<file path="src/rtl/amba_3_apb.sv">
// APB slave with a 256x8 register memory and programmable ACCESS wait states.
// Protocol errors (psel/penable dropped in ACCESS) abort the transfer and raise pslverr for one cycle.
//
// state  | meaning
// IDLE   | no transfer; psel samples wait_count and starts SETUP
// SETUP  | address phase; reads fetch mem[paddr] on exit
// ACCESS | counts down wait_left, completes when it reaches 0
// 2'b11  | illegal, recovers to IDLE
module amba_3_apb (
  input  logic       pclk,
  input  logic       preset,
  input  logic       psel,
  input  logic       penable,
  input  logic       pwrite,
  input  logic [7:0] paddr,
  input  logic [7:0] pwdata,
  input  logic [7:0] wait_count,
  output logic [7:0] prdata,
  output logic       pready,
  output logic       pslverr,
  output logic [1:0] out_state,
  output logic [7:0] wait_left
);

  typedef enum logic [1:0] {
    IDLE    = 2'b00,
    SETUP   = 2'b01,
    ACCESS  = 2'b10,
    ILLEGAL = 2'b11
  } state_t;

  state_t     state;
  logic [7:0] mem [256];
  logic       bus_ok;
  logic       do_write;

  assign out_state = state;
  assign pready    = (state == ACCESS) && (wait_left == 8'd0);
  assign bus_ok    = psel && penable;
  assign do_write  = pready && bus_ok && pwrite;

  // Memory has no reset so contents survive preset.
  always_ff @(posedge pclk) begin
    if (do_write) mem[paddr] <= pwdata;
  end

  always_ff @(posedge pclk or negedge preset) begin
    if (!preset) begin
      state     <= IDLE;
      wait_left <= 8'd0;
      prdata    <= 8'd0;
      pslverr   <= 1'b0;
    end else begin
      pslverr <= 1'b0;
      case (state)
        IDLE: begin
          if (psel) begin
            state     <= SETUP;
            wait_left <= wait_count;
          end
        end
        SETUP: begin
          state <= ACCESS;
          if (!pwrite) prdata <= mem[paddr];
        end
        ACCESS: begin
          // Bus protocol violation wins over any pending wait states.
          if (!bus_ok) begin
            state     <= IDLE;
            wait_left <= 8'd0;
            pslverr   <= 1'b1;
          end else if (wait_left == 8'd0) begin
            state <= IDLE;
          end else begin
            wait_left <= wait_left - 8'd1;
          end
        end
        default: begin
          state     <= IDLE;
          wait_left <= 8'd0;
        end
      endcase
    end
  end

endmodule

</file>
<file path="config.mk">
export PLATFORM = sky130hd
export DESIGN_NAME = amba_3_apb
export DESIGN_NICKNAME = d
export VERILOG_FILES = /design/src/rtl/amba_3_apb.sv
export SDC_FILE = /design/constraint.sdc
export NUM_CORES = 2
export LEC_CHECK = 0
export ABC_AREA = 1
export BUFFER_PORTS_ARGS = -buffer_cell sky130_fd_sc_hd__buf_2
export CORE_MARGIN = 2
export CORE_UTILIZATION = 27
export CTS_CLUSTER_DIAMETER = 50
export DETAILED_ROUTE_END_ITERATION = 10
export SETUP_SLACK_MARGIN = 0.5
export SLEW_MARGIN = 25
export SYNTH_ARGS = -nofsm -noshare
export SYNTH_HDL_FRONTEND = slang
export SYNTH_SLANG_ARGS = --single-unit
</file>
<file path="constraint.sdc">
create_clock -name pclk -period 2.3 [get_ports pclk]
set_input_delay 0.115 -clock pclk [delete_from_list [all_inputs] [get_ports pclk]]
set_output_delay 0.115 -clock pclk [all_outputs]
set_load 0.01 [all_outputs]
</file>
==> impl_metrics.ini <==
[sta]
fin_crit_ps = 2480
max_freq_mhz = 402
skew_ps = 86.3
fin_crit_sh = 1.08
worstMarginPinSlew_ps = 800
maxSlewHeadroom = 0.465
drv_slew = 0
final.setup.worst_slack_ps = -185
rsz0062_at_grt = yes
hold_violations = 0
finalSetupViolCount = 1997

[synth]
syn_inst = 8048
synthesis.nets = 8079
ys_seq_elements = 2067
async_flop_share = 0.00919
ys_types = 31
synth_top_family_by_area = simple AND/OR/NAND/NOR gates
synth-main-ff-cell = edfxtp_1
syn_avg_cell_area_um2 = 10.6
synth-xor-area-share = 0.000205
yosys_warnings = 0
synthMuxAreaShare = 0
seq_area_frac_synth = 0.726
syn_area_um2 = 85400
synthSimpleGateAreaFrac = 0.242
synth_compound_area_frac = 0.00878
synth_fa_ha_area_frac = 0.000293
synth_edf_count = 2048

[min_path]
worstHoldEndpoint = wait_left[0]
hold-path-cell-count = 4
worstHoldStart = wait_count[0]
min_path_type = input port to flop

[pwr]
power.density_nw_per_um2 = 790
leakagePower_nw = 41.6
peakVddDrop_mv = 0.730

[placement]
io_buffers = 48
place_congestion = 0.872
dp.cells = 12600
hpwl_um = 159000

[cells_and_area]
layout.cells.most_common = nand2_1
final_nets = 8747
area_growth_syn_to_layout_pct = 24.5
fin_util = 0.338
final_cell_mix = nand2_1, edfxtp_1, buf_4
drive_above_1_share = 0.153
layout.cells.non_filler = 13100

[floorplan]
start_util = 0.271
rows = 206
coreArea_um2 = 315000
fp.dieH_um = 566
die_w_um = 566
design.die.area_um2 = 321000
num_io_pins = 49

[worst_setup_path]
reg2reg_depth = 15
crit_arrival_ps = 3050
r2r-end = mem[103][5]
worst-setup-path-type = flop to flop
rrSetupSlack_ps = -180
worst-endpoint-required_ps = 2860
critPathLaunchType = flop
reg2reg_from = wait_left[2]
path_max_fanout = 16
end_kind = flop

[global_routing]
grt_start_max_net_pins = 93
grt_overflow_total = 0
grt_pass1_vias = 56700
antenna_found_initial = 11
grt_pass1_wl_um = 371000
grt_usage = 0.153

[clock_tree]
tritoncts = yes
clock_path_buffers = 3
clk_latency_ps = 910
path_clk_slew_ps = 60
numCtsBuffers = 224
root_buffer = clkbuf_16
cts.sinks = 2067
htreeDepth = 4

[job]
max-cap-violations = 0

[run_status]
failed_checks = negative setup slack
status = finished with violations

[route]
routed_wl_um = 252000
dr.pass1.iters = 6
vias_per_cell = 4.51
wl_per_cell_um = 19.3
drc = 0
drt_iter0_markers = 5983
ant_nets = 0
vias = 59000
critical path, stage by stage (launching register included):
cell and delay (ps):
dfrtp_2 400, nor2_2 120, nand3_1 90, inv_2 90, nand4_4 90, nor2_4 110, nand2_2 70, inv_4 80
nand2_8 100, buf_12 160, nor3_4 160, buf_6 150, nand2_2 70, buf_12 170, nor2_2 150, buf_12 140
final cells by class:
| class | instances | area [um2] |
|---|---|---|
| Fill cell | 30900 | 208000 |
| Multi-Input combinational cell | 5532 | 22400 |
| Inverter | 40 | 189 |
| Clock inverter | 143 | 1590 |
| Clock buffer | 272 | 5790 |
| Tap cell | 4160 | 5200 |
| Timing Repair Buffer | 851 | 9180 |
| Antenna cell | 5 | 12.5 |
| Sequential cell | 2067 | 62000 |
what timing repair did:
item,4_1_cts,5_1_grt
gates cloned,1,3
hold endpoints to repair,1808,0
hold buffers,24,0
pin swaps,3,1
gates resized for setup,109,148
setup endpoints to repair,2061,2065
buffers inserted,4,1
flip-flops by register name, summed over array words and instances (netlist names):
signal	count
wait_left	8
pslverr	1
prdata	8
mem	2048
out_state	2
logic make-up after synthesis:
| group | count (synthesis) |
|---|---|
| compound gates | 147 |
| xor+xnor | 2 |
| fa+ha+maj | 2 |
| buf+inv | 449 |
| flops | 2067 |
| simple gates | 5381 |
report_power, final:
| group | switching (mW) | leakage (nW) | internal (mW) |
|---|---|---|---|
| clock | 15.5 | 3.57 | 20.2 |
| combinational | 4.45 | 19.4 | 2.06 |
| sequential | 0.235 | 18.6 | 41.5 |
through the flow:
step / power [mW] / setup WS [ps] / hold WS (ps) / instance area [um2] / setup TNS (ps)
floorplan: 45.4 / -93.0 / -181 / 85600 / -63020
global placement: 49.0 / -514 / 239 / 97500 / -117780
detailed placement: 49.0 / -520 / 241 / 97500 / -168760
CTS: 84.4 / -168 / 63.0 / 106000 / -176350
global route: 86.5 / -307 / 160 / 106000 / -442500
finish: 84.0 / -185 / 137 / 106000 / -186090
metal layers:
metal | vias up | wire [um] | global-route usage
met5 | - | 26 | 0
met4 | 4 | 9040 | 0.0549
met3 | 432 | 18100 | 0.0210
met2 | 2218 | 119000 | 0.253
met1 | 28400 | 106000 | 0.204
li1 | 27900 | - | -
worst max-delay path by stage:
stage,slack [ps],endpoint,startpoint,cells after the start
floorplan,-90,mem[154][0],wait_left[3],12
global placement,-510,prdata[3],paddr[0],19
detailed placement,-520,prdata[3],paddr[0],18
CTS,-170,mem[41][4],wait_left[2],14
global route,-310,mem[101][4],wait_left[2],15
finish,-180,mem[103][5],wait_left[2],15
cell usage after synthesis (3+ instances only):
cell type,count,share of area
nand2_1,4547,0.20
edfxtp_1,2048,0.72
nor2_1,611,0.027
buf_2,189,0.011
clkbuf_1,165,0.0073
nand3_1,143,0.0084
a21oi_1,67,0.0039
nand4_1,48,0.0035
buf_1,46,0.0020
o21ai_0,42,0.0025
inv_1,32,0.0014
o21ai_1,32,0.0019
dfrtp_1,19,0.0056
nand2_2,12,0.00088
or2_2,8,0.00059
buf_4,7,0.00062
inv_2,5,0.00022
nor3_1,3,0.00018
nor3_4,3,0.00057
o22ai_1,3,0.00022
Note: power is estimated with default switching activity, not from simulation.
